===== src/rtl/fp_to_int_seq_if.sv =====
// Handshake bundle for the float-to-integer converter.
// The requester uses master; the converter uses slave.
interface fp_to_int_seq_if;
    logic        start;
    logic [31:0] a;
    logic        busy;
    logic        done;
    logic [31:0] result;
    logic        invalid;
    logic        inexact;

    modport master (
        output start, a,
        input  busy, done, result, invalid, inexact
    );

    modport slave (
        input  start, a,
        output busy, done, result, invalid, inexact
    );
endinterface


===== src/rtl/fp_to_int_seq.sv =====
// Multi-cycle IEEE-754 single to signed 32-bit integer converter, round toward zero.
// The magnitude is aligned by a 1-bit-per-cycle shifter, so latency follows the exponent.
module fp_to_int_seq #(
    parameter logic [31:0] NAN_RESULT = 32'h7FFF_FFFF
) (
    input logic           clk,
    input logic           rst_n,
    fp_to_int_seq_if.slave bus
);
    localparam logic [31:0] INT_MAX = 32'h7FFF_FFFF;
    localparam logic [31:0] INT_MIN = 32'h8000_0000;

    typedef enum logic [1:0] {StIdle, StShift, StFinish} state_e;

    state_e      state_q, state_d;
    logic [31:0] mant_q, mant_d;
    logic [4:0]  cnt_q, cnt_d;
    logic        left_q, left_d;
    logic        sticky_q, sticky_d;
    logic        sign_q, sign_d;
    logic        inv_q, inv_d;
    logic [31:0] result_q, result_d;
    logic        invalid_q, invalid_d;
    logic        inexact_q, inexact_d;
    logic        done_q, done_d;

    logic        s_in;
    logic [7:0]  e_in;
    logic [22:0] f_in;

    logic        cls_special;
    logic [31:0] cls_result;
    logic        cls_invalid;
    logic        cls_inexact;
    logic        cls_left;
    logic [4:0]  cls_cnt;

    assign s_in = bus.a[31];
    assign e_in = bus.a[30:23];
    assign f_in = bus.a[22:0];

    always_comb begin
        cls_special = 1'b1;
        cls_result  = '0;
        cls_invalid = 1'b0;
        cls_inexact = 1'b0;
        cls_left    = 1'b0;
        cls_cnt     = '0;
        if (e_in == 8'hFF) begin
            cls_invalid = 1'b1;
            if (f_in != '0) begin
                cls_result = NAN_RESULT;
            end else begin
                cls_result = s_in ? INT_MIN : INT_MAX;
            end
        end else if (bus.a == 32'hCF00_0000) begin
            cls_result = INT_MIN;
        end else if (e_in >= 8'd158) begin
            cls_invalid = 1'b1;
            cls_result  = s_in ? INT_MIN : INT_MAX;
        end else if (e_in < 8'd127) begin
            cls_inexact = |bus.a[30:0];
        end else begin
            cls_special = 1'b0;
            // Normal exponents span 127..157, so |e-150| fits in 5 bits and only
            // the low exponent bits matter (150 mod 32 = 22).
            if (e_in >= 8'd150) begin
                cls_left = 1'b1;
                cls_cnt  = e_in[4:0] - 5'd22;
            end else begin
                cls_cnt  = 5'd22 - e_in[4:0];
            end
        end
    end

    always_ff @(posedge clk or negedge rst_n) begin
        if (!rst_n) begin
            state_q   <= StIdle;
            mant_q    <= '0;
            cnt_q     <= '0;
            left_q    <= 1'b0;
            sticky_q  <= 1'b0;
            sign_q    <= 1'b0;
            inv_q     <= 1'b0;
            result_q  <= '0;
            invalid_q <= 1'b0;
            inexact_q <= 1'b0;
            done_q    <= 1'b0;
        end else begin
            state_q   <= state_d;
            mant_q    <= mant_d;
            cnt_q     <= cnt_d;
            left_q    <= left_d;
            sticky_q  <= sticky_d;
            sign_q    <= sign_d;
            inv_q     <= inv_d;
            result_q  <= result_d;
            invalid_q <= invalid_d;
            inexact_q <= inexact_d;
            done_q    <= done_d;
        end
    end

    always_comb begin
        state_d   = state_q;
        mant_d    = mant_q;
        cnt_d     = cnt_q;
        left_d    = left_q;
        sticky_d  = sticky_q;
        sign_d    = sign_q;
        inv_d     = inv_q;
        result_d  = result_q;
        invalid_d = invalid_q;
        inexact_d = inexact_q;
        done_d    = 1'b0;
        unique case (state_q)
            StIdle: begin
                if (bus.start) begin
                    inv_d    = cls_invalid;
                    left_d   = cls_left;
                    cnt_d    = cls_cnt;
                    // Specials park their final value in the mantissa with a positive
                    // sign and their inexact flag in sticky, sharing the FINISH path.
                    if (cls_special) begin
                        mant_d   = cls_result;
                        sign_d   = 1'b0;
                        sticky_d = cls_inexact;
                        state_d  = StFinish;
                    end else begin
                        mant_d   = {8'd0, 1'b1, f_in};
                        sign_d   = s_in;
                        sticky_d = 1'b0;
                        state_d  = (cls_cnt == '0) ? StFinish : StShift;
                    end
                end
            end
            StShift: begin
                if (left_q) begin
                    mant_d = mant_q << 1;
                end else begin
                    mant_d   = mant_q >> 1;
                    sticky_d = sticky_q | mant_q[0];
                end
                cnt_d = cnt_q - 5'd1;
                if (cnt_q == 5'd1) begin
                    state_d = StFinish;
                end
            end
            StFinish: begin
                result_d  = sign_q ? (~mant_q + 32'd1) : mant_q;
                invalid_d = inv_q;
                inexact_d = left_q ? 1'b0 : sticky_q;
                done_d    = 1'b1;
                state_d   = StIdle;
            end
            default: state_d = StIdle;
        endcase
    end

    assign bus.busy    = (state_q != StIdle);
    assign bus.done    = done_q;
    assign bus.result  = result_q;
    assign bus.invalid = invalid_q;
    assign bus.inexact = inexact_q;
endmodule


===== src/flat_wrapper.sv =====
// flat-port wrapper written by rule: the top's interface ports become plain ports
module fp_to_int_seq_flat 
#(
    parameter logic [31:0] NAN_RESULT = 32'h7FFF_FFFF
)
  (clk, rst_n, bus_start, bus_a, bus_busy, bus_done, bus_result, bus_invalid, bus_inexact);
  fp_to_int_seq_if bus_i ();
  input logic clk;
  input logic rst_n;
  input wire logic [$bits(bus_i.start)-1:0] bus_start;
  input wire logic [$bits(bus_i.a)-1:0] bus_a;
  output wire logic [$bits(bus_i.busy)-1:0] bus_busy;
  output wire logic [$bits(bus_i.done)-1:0] bus_done;
  output wire logic [$bits(bus_i.result)-1:0] bus_result;
  output wire logic [$bits(bus_i.invalid)-1:0] bus_invalid;
  output wire logic [$bits(bus_i.inexact)-1:0] bus_inexact;
  assign bus_i.start = bus_start;
  assign bus_i.a = bus_a;
  assign bus_busy = bus_i.busy;
  assign bus_done = bus_i.done;
  assign bus_result = bus_i.result;
  assign bus_invalid = bus_i.invalid;
  assign bus_inexact = bus_i.inexact;
  fp_to_int_seq #(.NAN_RESULT(NAN_RESULT)) u_core (.clk(clk), .rst_n(rst_n), .bus(bus_i));
endmodule

===== config.mk =====
export PLATFORM = sky130hd
export DESIGN_NAME = fp_to_int_seq_flat
export DESIGN_NICKNAME = d
export VERILOG_FILES = /design/src/rtl/fp_to_int_seq_if.sv /design/src/rtl/fp_to_int_seq.sv /design/src/flat_wrapper.sv
export SDC_FILE = /design/constraint.sdc
export NUM_CORES = 1
export LEC_CHECK = 0
export BUFFER_PORTS_ARGS = -buffer_cell sky130_fd_sc_hd__buf_4
export CAP_MARGIN = 20
export CORE_MARGIN = 2
export CORE_UTILIZATION = 30
export CTS_BUF_LIST = sky130_fd_sc_hd__clkbuf_8
export DETAILED_ROUTE_END_ITERATION = 8
export MAX_ROUTING_LAYER = met4
export PLACE_DENSITY_LB_ADDON = 0.2
export SYNTH_ARGS = -nofsm -noshare
export SYNTH_HDL_FRONTEND = slang
export SYNTH_SLANG_ARGS = --single-unit
export TNS_END_PERCENT = 1

===== constraint.sdc =====
create_clock -name clk -period 1.75 [get_ports clk]
set_input_delay 0.35 -clock clk [delete_from_list [all_inputs] [get_ports clk]]
set_output_delay 0.35 -clock clk [all_outputs]
set_load 0.05 [all_outputs]

==> results of run 1 <==
==> power by group through the flow <==
stage / logic [mW] / registers [mW] / clock network, mW
3_3_place_gp: 6.43 / 3.27 / 0
6_report: 6.63 / 3.33 / 1.17
2_1_floorplan: 2.64 / 4.67 / 0
5_1_grt: 7.19 / 3.45 / 1.29
4_1_cts: 6.59 / 3.34 / 1.22
3_5_place_dp: 6.49 / 3.31 / 0
==> critical path, delay by kind of cell, from the launching register on <==
kind	cells	cell delay [ns]
XOR/XNOR	1	0.16
AO/OA/AOI/OAI	2	0.30
AND/OR/NAND/NOR	2	0.87
flip-flops	1	0.41
==> kinds of logic after synthesis <==
logic type / share of synthesized area (%)
fa+ha+maj: 2.089
flops: 40.74
xor+xnor: 6.033
buf+inv: 4.779
compound gates: 22.30
simple gates: 16.53
mux: 7.522
==> worst min path at each step <==
stage | startpoint | end | slack (ns) | depth (start not counted)
after floorplan | rst_n | u_core.bus.done$_DFF_PN0_ | 0.05 | 0
after global placement | rst_n | u_core.bus.result[12]$_DFFE_PN0P_ | 0.29 | 1
after detailed placement | rst_n | u_core.bus.result[13]$_DFFE_PN0P_ | 0.29 | 1
after CTS | bus_a[31] | u_core.sign_q$_DFFE_PN0P_ | 0.25 | 3
after global routing | bus_a[31] | u_core.sign_q$_DFFE_PN0P_ | 0.28 | 3
final | bus_a[31] | u_core.sign_q$_DFFE_PN0P_ | 0.28 | 3
==> sequential cells by signal (all words and copies together) (netlist names) <==
signal,count
u_core.bus.done,1
u_core.sticky_q,1
u_core.left_q,1
u_core.bus.inexact,1
u_core.inv_q,1
u_core.cnt_q,5
u_core.mant_q,32
u_core.state_q,2
u_core.bus.invalid,1
u_core.bus.result,32
u_core.sign_q,1
==> cell usage after synthesis (all sizes together), types with 3 or more instances <==
library cell,count
nand2b,4
o41ai,8
inv,9
nor4,13
nand2,60
o21ai,44
nand3b,3
xnor2,4
o31ai,13
nand3,10
nor3b,3
o22ai,5
or3,4
nor3,11
dfrtp,78
a31oi,3
xor2,29
ha,8
clkbuf,30
a21oi,84
mux2,8
mux2i,27
or2,4
nor2,38
nand4,3
buf,14
==> final cells by class <==
class / count / share of cell area [%]
clock buffers: 9 / 1.853
clock inverters: 6 / 0.4678
inverters: 9 / 0.5052
multi-input cells: 418 / 42.22
flip-flops and latches: 78 / 29.23
well taps: 216 / 4.042
repair buffers: 180 / 21.69
==> routing by layer <==
metal / GRT usage (%) / share of wire [%]
met2: 27.26 / 47
met1: 23.25 / 48
met4: 6.696 / 1.1
met3: 2.117 / 3.4
met5: - / 0
==> stage by stage <==
step	total power, mW	cell area, um2	TNS, ns
after floorplan	7.310	4791	-0.2631
after global placement	9.695	6301	-5.241
after detailed placement	9.795	6301	-7.627
after CTS	11.15	6619	-0.4221
after global routing	11.93	6686	-2.207
final	11.14	6686	-0.3799
==> timing repair <==
item	CTS	global route
pin swaps	9	7
hold buffers	1	0
gates cloned	0	1
setup endpoints to repair	21	29
endpoints found under the hold margin	21	0
resized for setup	27	17
==> flow_metrics.tcl, run 1 <==
set metrics [dict create \
    drc 0 \
    synth.avg_cell_area_um2 8.726 \
    synth_edf_count 0 \
    routedWlPerCell_um 15.53 \
    io_buffers 70 \
    instances_no_fill 916 \
    synth_seq_cells 78 \
    io_pins 71 \
    rows 46 \
    dp.cells 899 \
    syn2layout_area_growth_pct 39.57 \
    final-hold-violation-count 0 \
    yosysSeqAreaShare_pct 40.74 \
    cts_buffer_depth 2 \
    final_core_util_pct 42.40 \
    dieArea_um2 17000 \
    cts_buffers 9 \
    regArea_um2 1954 \
    htreeDepth 3 \
    max-cap-violations 0 \
    grt_pass1_wl_mm 22.50 \
    cts-root-buf "clkbuf_8" \
    worstSetupEndpoint "u_core.bus.result[22]$_DFFE_PN0P_" \
    startpoint "u_core.mant_q[18]$_DFFE_PN0P_" \
    p_seq_share_pct 29.9 \
    power_density_nw_per_um2 1665 \
    p_int_mw 5.782 \
    timing.rr.end "u_core.bus.result[22]$_DFFE_PN0P_" \
    grt_pass1_vias 4402 \
    route.vias.total 4614 \
    yosys-top-cells-area "dfrtp_1, a21oi_1, mux2i_1" \
    syn_area_um2 4791 \
    status "complete, but fails checks" \
    cp.required_ns 2.01 \
    synth_cell_types 62 \
    drt_wl_total_mm 14.23 \
    via_per_inst 5.037 \
    failed_checks "setup timing" \
    worstReg2RegStart "u_core.mant_q[18]$_DFFE_PN0P_" \
    postSynth.topFlopCell "dfrtp_1" \
    grt_usage_pct 17.42 \
    final_nets 739 \
    multiInputGateArea_um2 2823 \
    clkPwrFrac_pct 10.5 \
    netlist_instances 549 \
    grt_max_degree 42 \
    n_fill_cell 1615 \
    postLayoutSetupSlackWorst_ns -0.1020 \
    final_cell_mix "buf_4, a21oi_1, dfrtp_1, nand2_1, nor2_1" \
    irDropWorstVdd_v 0.0006360 \
    start_util_pct 30.38 \
    period_needed_ns 1.852 \
    diodes 0 \
    slew_violations 0 \
    synthArstFlopShare_pct 100.0 \
    crit_path_end_kind "register" \
    finalCritPeriodShare_pct 105.8 \
    worst_clock_skew_ns 0.01000 \
    detail-route-antenna-nets 0 \
    crit_fanout 3 \
    power.net_switching_mw 5.354 \
    fmax_mhz 540.0 \
    max-slew-margin-rel_pct 65.87 \
    clkSinkCount 78 \
    drive_gt1_share_pct 35.14 \
    p_leak_nw 2.816 \
    crit_path_max_incr_delay_ns 0.54 \
    die_width_um 130.4 \
    antenna_found_initial 0 \
    cts_tree "done" \
    synthesis.nets 592 \
    yosysTopAreaCell "dfrtp_1" \
    yosysTopAreaCellShare_pct 40.74 \
    clock_latency_ns 0.37 \
    rr_worst_depth 5 \
    finalHoldWorstSlack_ns 0.2774 \
    arrival_ns 2.11 \
    first_pass_iters 5 \
    reg2reg_slack_ns -0.10 \
    tightest_slew_ns 0.5120 \
    dp_hpwl_mm 10.62 \
    swShare_pct 48.08 \
    rsz0062_at_grt "true" \
    cts_setup_buffers 0 \
    gp_congestion 0.8450 \
    min_path_type "input port to register" \
    dp_slack_ns -0.2022 \
    critical_path_class "register to register" \
    crit_path_start_kind "register" \
    clk_pin_slew_ns 0.08 \
    core_um2 15770 \
    setup_viol_count_final 9 \
    pwr-share-comb_pct 59.5 \
    drtIter0Drc 253 \
    slowest_stage "or4_4" \
    final_common_cell "buf_4" \
    overflow 0 \
    yosysWarnings 0 \
    crit_chain "or4_4 -> or3_1 -> o31ai_2 -> xor2_1 -> o21ai_1" \
    die_y_um 130.4 \
]
Power figures use the tool's default switching activity.
==> inputs of run 2 (changes only) <==
--- a/config.mk
+++ b/config.mk
@@ -11,7 +11,9 @@
 export CORE_UTILIZATION = 30
 export CTS_BUF_LIST = sky130_fd_sc_hd__clkbuf_8
+export CTS_CLUSTER_SIZE = 24
 export DETAILED_ROUTE_END_ITERATION = 8
 export MAX_ROUTING_LAYER = met4
 export PLACE_DENSITY_LB_ADDON = 0.2
+export REMOVE_ABC_BUFFERS = 1
 export SYNTH_ARGS = -nofsm -noshare
 export SYNTH_HDL_FRONTEND = slang
==> constraint.sdc (replaced) <==
create_clock -name clk -period 1.75 [get_ports clk]
set_input_delay 0.175 -clock clk [delete_from_list [all_inputs] [get_ports clk]]
set_output_delay 0.175 -clock clk [all_outputs]
set_load 0.05 [all_outputs]
==> run 2 against run 1 <==
Net effect:
- the flow still finishes with violations (setup timing)
- core utilization down 1.7 points
- combinational power fell by 2%
- maximum frequency up 0.57%
- non-clock buffer count decreased by 26
- setup slack improved by 0.010 ns
- final area fell by 3.9%
- register-to-register slack about the same
- sequential share of layout area grew 1.2 points
- hold slack lost 0.19 ns
- critical path type unchanged
- highest routed layer unchanged
==> flow_metrics.tcl, run 2 (synthesized netlist as in run 1, its figures left out) <==
set metrics [dict create \
    regArea_um2 1953 \
    crit_path_max_incr_delay_ns 0.53 \
    grt_busiest_layer "met2" \
    dieArea_um2 17000 \
    fin_total_pwr_mw 11.08 \
    drc 0 \
    antenna_found_initial 0 \
    final-hold-violation-count 0 \
    die_width_um 130.4 \
    rows 46 \
    cts_tree "done" \
    drt_wl_total_mm 13.72 \
    drive_gt1_share_pct 31.75 \
    slew_violations 0 \
    status "complete, but fails checks" \
    crit_path_end_kind "register" \
    via_per_inst 5.019 \
    first_pass_iters 4 \
    crit_fanout 3 \
    finalHoldWorstSlack_ns 0.08507 \
    fmax_mhz 543.0 \
    die_y_um 130.4 \
    critical_path_class "register to register" \
    grt_max_degree 46 \
    irDropWorstVdd_v 0.0008367 \
    multiInputGateArea_um2 2760 \
    clock_latency_ns 0.38 \
    dp_hpwl_mm 10.04 \
    rsz0062_at_grt "true" \
    gp_congestion 0.9066 \
    core_um2 15770 \
    placed_cell_area_um2 6081 \
    overflow 0 \
    tightest_slew_ns 0.4427 \
    grt_usage_pct 17.08 \
    routedWlPerCell_um 15.42 \
    arrival_ns 2.08 \
    grt_pass1_vias 4326 \
    syn2layout_area_growth_pct 34.08 \
    grt.met1_usage_pct 22.76 \
    use_met2_pct 26.02 \
    failed_checks "setup timing" \
    final_common_cell "buf_4" \
    crit_path_start_kind "register" \
    use_met3_pct 3.990 \
    io_buffers 70 \
    final_core_util_pct 40.73 \
    finalCritPeriodShare_pct 105.2 \
    slowest_stage "or4_4" \
    detail-route-antenna-nets 0 \
    power_density_nw_per_um2 1724 \
    final_nets 713 \
    cts_buffer_depth 2 \
    cts_buffers 9 \
    setup_viol_count_final 11 \
    start_util_pct 30.38 \
    design_area_um2 6424 \
    tns_ns -0.2361 \
    postLayoutSetupSlackWorst_ns -0.09154 \
    grt_pass1_wl_mm 22.14 \
    final_cell_mix "buf_4, a21oi_1, dfrtp_1, nand2_1, o21ai_0" \
    period_needed_ns 1.842 \
    cts-root-buf "clkbuf_8" \
    max-slew-margin-rel_pct 70.21 \
    diodes 0 \
    cpLargestDelayFamily "simple AND/OR/NAND/NOR gates" \
    io_pins 71 \
    htreeDepth 3 \
    n_fill_cell 1634 \
    crit_chain "or4_4 -> or3_1 -> o31ai_2 -> xor2_1 -> o21ai_1" \
    min_path_type "input port to register" \
    clk_pin_slew_ns 0.08 \
    cp.required_ns 1.99 \
    clkSinkCount 78 \
    worst_clock_skew_ns 0.01369 \
    max-cap-violations 0 \
    drtIter0Drc 265 \
    p_leak_nw 2.677 \
    crit_buf_inv 0 \
    route.vias.total 4467 \
]
==> run 2: cell type report <==
class | count | share of cell area [%]
inverters | 9 | 0.5259
well taps | 216 | 4.207
clock inverters | 4 | 0.3506
multi-input cells | 418 | 42.97
flip-flops and latches | 78 | 30.41
clock buffers | 11 | 2.357
repair buffers | 154 | 19.19
==> run 2: path summary, 6_finish.rpt <==
check | end | depth (start not counted) | start | slack (ns)
worst min register to register | u_core.bus.result[24]$_DFFE_PN0P_ | 2 | u_core.bus.result[24]$_DFFE_PN0P_ | 0.48
min in group asynchronous | u_core.bus.result[7]$_DFFE_PN0P_ | 2 | rst_n | 0.22
worst max register to register | u_core.bus.result[22]$_DFFE_PN0P_ | 5 | u_core.mant_q[18]$_DFFE_PN0P_ | -0.09
max in group asynchronous | u_core.bus.result[28]$_DFFE_PN0P_ | 3 | rst_n | 0.98
worst max-delay path | u_core.bus.result[22]$_DFFE_PN0P_ | 5 | u_core.mant_q[18]$_DFFE_PN0P_ | -0.09
worst min-delay path | u_core.sign_q$_DFFE_PN0P_ | 3 | bus_a[31] | 0.09
==> run 2: what timing repair did <==
item	4_1_cts	5_1_grt
setup buffers	1	0
hold buffers	1	0
pin swaps	4	5
gates cloned	0	0
endpoints found under the hold margin	42	0
setup endpoints to repair	20	48
gates resized for setup	18	8
==> run 2: worst min-delay path: stages <==
cell and delay [ns]:
buf_4 0.12, nand3_1 0.07, nand2_1 0.06
==> run 2: power breakdown <==
group	switching [mW]	internal, mW
sequential	0.661	2.67
clock	0.697	0.577
combinational	3.93	2.54
==> run 2: per-layer routing <==
metal | up-vias | routed length (um)
met5 | - | 0
met4 | 0 | 278
met3 | 20 | 671
met2 | 110 | 6299
met1 | 2124 | 6471
li1 | 2213 | -
==> run 2: metrics by stage <==
stage / std cells / worst slack, ns
6_report: 890 / -0.09154
5_1_grt: 890 / -0.1789
4_1_cts: 890 / -0.09928
3_5_place_dp: 873 / -0.1561
3_3_place_gp: 873 / -0.1347
2_1_floorplan: 505 / -1.190
